### config.mk
export PLATFORM = sky130hd
export DESIGN_NAME = tank_rr_scheduler
export DESIGN_NICKNAME = d
export VERILOG_FILES = /design/src/rtl/tank_rr_scheduler.sv
export SDC_FILE = /design/constraint.sdc
export NUM_CORES = 1
export LEC_CHECK = 0
export BUFFER_PORTS_ARGS = -buffer_cell sky130_fd_sc_hd__buf_2
export CORE_MARGIN = 8
export CORE_UTILIZATION = 52
export DETAILED_ROUTE_END_ITERATION = 7
export GPL_TIMING_DRIVEN = 1
export PLACE_DENSITY = 0.84
export SLEW_MARGIN = 5
export SYNTH_ARGS = -nofsm -noshare
export SYNTH_HDL_FRONTEND = slang
export SYNTH_SLANG_ARGS = --single-unit
### constraint.sdc
create_clock -name clk -period 3.6 [get_ports clk]
set_input_delay 0.36 -clock clk [delete_from_list [all_inputs] [get_ports clk]]
set_output_delay 0.36 -clock clk [all_outputs]
set_load 0.01 [all_outputs]
### src/rtl/tank_rr_scheduler.sv
// ============================================================================
// Module   : tank_rr_scheduler
// Brief    : Round-robin arbiter sharing one bounded fill/drain volume counter
//            among NREQ requesters, moving one unit per cycle.
// Revision : 1.0 - initial release
// ============================================================================
`default_nettype none

module tank_rr_scheduler #(
    parameter int NREQ  = 4,
    parameter int CAP   = 10000,
    parameter int CBITS = 14,
    parameter int ABITS = 8
) (
    input  logic                  clk,
    input  logic                  rst,
    input  logic [NREQ-1:0]       req,
    input  logic [NREQ-1:0]       dir,
    input  logic [NREQ*ABITS-1:0] amt,
    output logic [NREQ-1:0]       gnt,
    output logic [NREQ-1:0]       done,
    output logic                  short,
    output logic [CBITS-1:0]      vol,
    output logic                  full,
    output logic                  empty,
    output logic                  busy
);

    localparam int               c_ibits = (NREQ > 1) ? $clog2(NREQ) : 1;
    localparam logic [1:0]       c_idle  = 2'd0;
    localparam logic [1:0]       c_serve = 2'd1;
    localparam logic [1:0]       c_done  = 2'd2;
    localparam logic [CBITS-1:0] c_cap   = CBITS'(CAP);
    localparam logic [NREQ-1:0]  c_one   = NREQ'(1);
    localparam logic [c_ibits-1:0] c_ptr_rst = c_ibits'(NREQ - 1);

    logic [1:0]         r_state;
    logic [1:0]         w_next_state;
    logic [c_ibits-1:0] r_ptr;
    logic [c_ibits-1:0] r_idx;
    logic               r_dir;
    logic [ABITS-1:0]   r_rem;
    logic [CBITS-1:0]   r_vol;

    logic [c_ibits-1:0] w_pick;
    logic [c_ibits-1:0] w_cand;
    logic               w_any;
    logic               w_stop;
    logic [ABITS-1:0]   w_amt_sel;

    // Scan from the farthest candidate down to ptr+1 so the nearest set bit wins.
    always_comb begin
        w_pick = r_ptr;
        w_cand = '0;
        w_any  = |req;
        for (int k = NREQ; k >= 1; k--) begin
            w_cand = c_ibits'((int'(r_ptr) + k) % NREQ);
            if (req[w_cand]) begin
                w_pick = w_cand;
            end
        end
    end

    assign w_amt_sel = amt[int'(w_pick)*ABITS +: ABITS];

    assign w_stop = (r_rem == '0) || !req[r_idx] ||
                    (r_dir && (r_vol == c_cap)) || (!r_dir && (r_vol == '0));

    always_comb begin
        w_next_state = r_state;
        case (r_state)
            c_idle:  if (w_any) w_next_state = c_serve;
            c_serve: if (w_stop) w_next_state = c_done;
            c_done:  w_next_state = c_idle;
            default: w_next_state = c_idle;
        endcase
    end

    always_ff @(posedge clk) begin
        if (rst) begin
            r_state <= c_idle;
            r_ptr   <= c_ptr_rst;
            r_idx   <= '0;
            r_dir   <= 1'b0;
            r_rem   <= '0;
            r_vol   <= '0;
        end else begin
            r_state <= w_next_state;
            if ((r_state == c_idle) && w_any) begin
                r_idx <= w_pick;
                r_ptr <= w_pick;
                r_dir <= dir[w_pick];
                r_rem <= w_amt_sel;
            end
            if ((r_state == c_serve) && !w_stop) begin
                r_vol <= r_dir ? (r_vol + CBITS'(1)) : (r_vol - CBITS'(1));
                r_rem <= r_rem - ABITS'(1);
            end
        end
    end

    assign gnt   = (r_state == c_serve) ? (c_one << r_idx) : '0;
    assign done  = (r_state == c_done)  ? (c_one << r_idx) : '0;
    assign short = (r_state == c_done) && (r_rem != '0);
    assign busy  = (r_state != c_idle);
    assign vol   = r_vol;
    assign full  = (r_vol == c_cap);
    assign empty = (r_vol == '0);

endmodule

`default_nettype wire

==> results_dict.tcl <==
set metrics [dict create \
    htreeDepth 2 \
    coreArea_um2 4320 \
    hold_violations 0 \
    clk_path_buf_depth 2 \
    synth.top_cells.by_area "dfxtp_1 25%, mux2i_1 8.6%, ha_1 7.0%" \
    path_clk_slew_ns 0.06 \
    ant_nets 0 \
    syn_nets 337 \
    grt_start_max_net_pins 26 \
    p_leak_nw 1.28 \
    setup_viol 0 \
    rsz0062_at_grt "false" \
    synth_top_area_frac 0.250 \
    cap_violations 0 \
    fin_nets 403 \
    synth_ff_type "dfxtp_1" \
    grt_pass1_wl_um 10200 \
    cp_data_required_time_ns 3.76 \
    instances_no_fill 399 \
    fillers 381 \
    arrival_ns 3.06 \
    drc_errors 0 \
    synth_edf_count 0 \
    period_share 0.804 \
    wl_um 6460 \
    grt-ovfl-total 0 \
    grt_pass1_vias 2290 \
    synthToLayoutAreaGrowth_pct 20.6 \
    clkSinkCount 29 \
    critPathKind "flop to flop" \
    register_area_um2 581 \
    placed_cells 392 \
    hold_buffers 0 \
    max_freq_ghz 0.346 \
    initial_core_util 0.536 \
    endpoint_kind "flop" \
    cts_tree "done" \
    syn_area_per_cell_um2 8.26 \
    total_power_mw 3.27 \
    antenna_found_initial 0 \
    first_pass_iters 4 \
    hold_slack_ns 0.484 \
    n_antenna_cell 0 \
    grt_usage 0.185 \
    die_area_um2 6850 \
    multi_input_area_um2 1680 \
    ios 68 \
    cts_resized 0 \
    port_buffers 67 \
    insertion_delay_ns 0.28 \
    synth_seq_cells 29 \
    post_dp_cell_area_um2 2710 \
    pwr-share-comb 0.721 \
    fp.dieW_um 82.8 \
    internal_power_mw 1.64 \
    status "finished clean" \
    crit_path_start_kind "flop" \
    syn_inst 281 \
    critPathMaxFanout 14 \
    power.switching_mw 1.63 \
    cts_setup_buffers 0 \
    hold_class "flop to flop" \
    seq_power_share 0.198 \
    power_switching_share 0.498 \
    synth_cell_types 55 \
    slew_viol_final 0 \
    worst_slew_pin_slew_ns 0.786 \
    synth_warnings 0 \
    rows 24 \
    drtIter0Drc 153 \
    vdd_drop_max_v 0.000796 \
    final_layout_size_suffix_gt1_frac 0.291 \
    powerDensity_nw_per_um2 1170 \
    die_y_um 82.8 \
    cts_buffers 5 \
    tns_ns 0 \
    cts-root-buf "clkbuf_8" \
    slew_headroom 0.474 \
    hpwl_um 4980 \
    period_minus_slack_ns 2.89 \
    vias 2376 \
    clkPwrFrac 0.081 \
    clock_skew_ns 0.00491 \
    finish.instance_area_um2 2800 \
    ys_seq_area_frac 0.250 \
    yosys.area.top_type "dfxtp_1" \
    place.gp.congestion 0.963 \
    final_cell_mix "67 x buf_2, 29 x nand2_1, 29 x dfxtp_1, 21 x a21oi_1, 20 x mux2i_1" \
    syn_area_um2 2320 \
    viasPerCell 5.95 \
    wire_per_inst_um 16.2 \
    ys_async_sr_fraction 0 \
    final_common_cell "buf_2" \
]
==> layer usage <==
metal  wire length [um]  up-vias  global-route usage  share of wire
met1               2730     1113               0.226           0.42
met5                  0        -                   0              0
li1                   -     1174                   -              -
met2               3190       82               0.319           0.49
met4                 68        0              0.0845          0.011
met3                471        7              0.0183          0.073
==> power by group through the flow <==
stage          Combinational (mW)  Clock [mW]  Sequential (mW)
2_1_floorplan                1.76           0            0.639
3_3_place_gp                 2.25           0            0.640
3_5_place_dp                 2.30           0            0.649
4_1_cts                      2.33       0.271            0.642
5_1_grt                      2.56       0.285            0.670
6_report                     2.36       0.263            0.647
==> per-stage QoR <==
stage	util	worst slack [ns]
3_5_place_dp	0.627	0.757
2_1_floorplan	-	1.00
4_1_cts	0.647	0.750
3_3_place_gp	0.627	0.855
6_report	0.647	0.706
5_1_grt	0.647	0.620
==> flip-flops by register name, indices dropped and copies added, names as in the netlist <==
signal and cells:
vol 14, r_rem 8, r_idx 2, r_ptr 2
r_state 2, r_dir 1
==> cells in the mapped netlist, types with 2 or more instances <==
cell,count
a211oi_1,6
a21o_1,5
a21oi_1,21
a31oi_1,2
and3_1,2
buf_2,4
clkbuf_1,5
dfxtp_1,29
ha_1,13
inv_1,8
mux2_2,11
mux2i_1,20
nand2_1,29
nand2b_1,10
nand3_1,14
nand4_1,4
nor2_1,19
nor3_1,12
nor4_1,3
nor4b_1,2
o211ai_1,3
o21ai_0,9
o21bai_1,2
o22ai_1,5
or2_2,2
or3_1,4
or4_1,2
xnor2_1,4
xor2_1,5
==> area by class of cell <==
cell class | count | share of cell area
Clock buffer | 7 | 0.0309
Timing Repair Buffer | 69 | 0.125
Tap cell | 52 | 0.0233
Sequential cell | 29 | 0.208
Inverter | 9 | 0.0121
Multi-Input combinational cell | 233 | 0.601
==> worst max-delay path: stages, from the launching register on <==
cell,delay [ns]
dfxtp_1,0.35
inv_1,0.40
ha_1,0.39
a21o_1,0.20
a221o_1,0.34
a31o_2,0.25
a221oi_2,0.25
mux2i_1,0.22
mux2_2,0.35
==> final timing paths <==
| kind | from | to | slack, ns | cells after the start |
|---|---|---|---|---|
| max reg2reg | r_dir | vol[13] | 0.71 | 8 |
| min reg2reg | vol[5] | vol[5] | 0.48 | 2 |
| max | r_dir | vol[13] | 0.71 | 8 |
| min | vol[5] | vol[5] | 0.48 | 2 |
==> logic make-up (layout without fill, tap and decap cells) <==
logic type / after synthesis / count (layout) / synth area share
muxes: 32 / 32 / 0.149
adders and majority gates: 14 / 14 / 0.0788
DFF: 29 / 29 / 0.250
xor gates and xnor gates: 9 / 9 / 0.0340
AOI/OAI and AO/OA: 64 / 64 / 0.183
and+or+nand+nor: 114 / 114 / 0.270
buffers and inverters: 19 / 85 / 0.0345
Note: power is estimated with default switching activity, not from simulation.
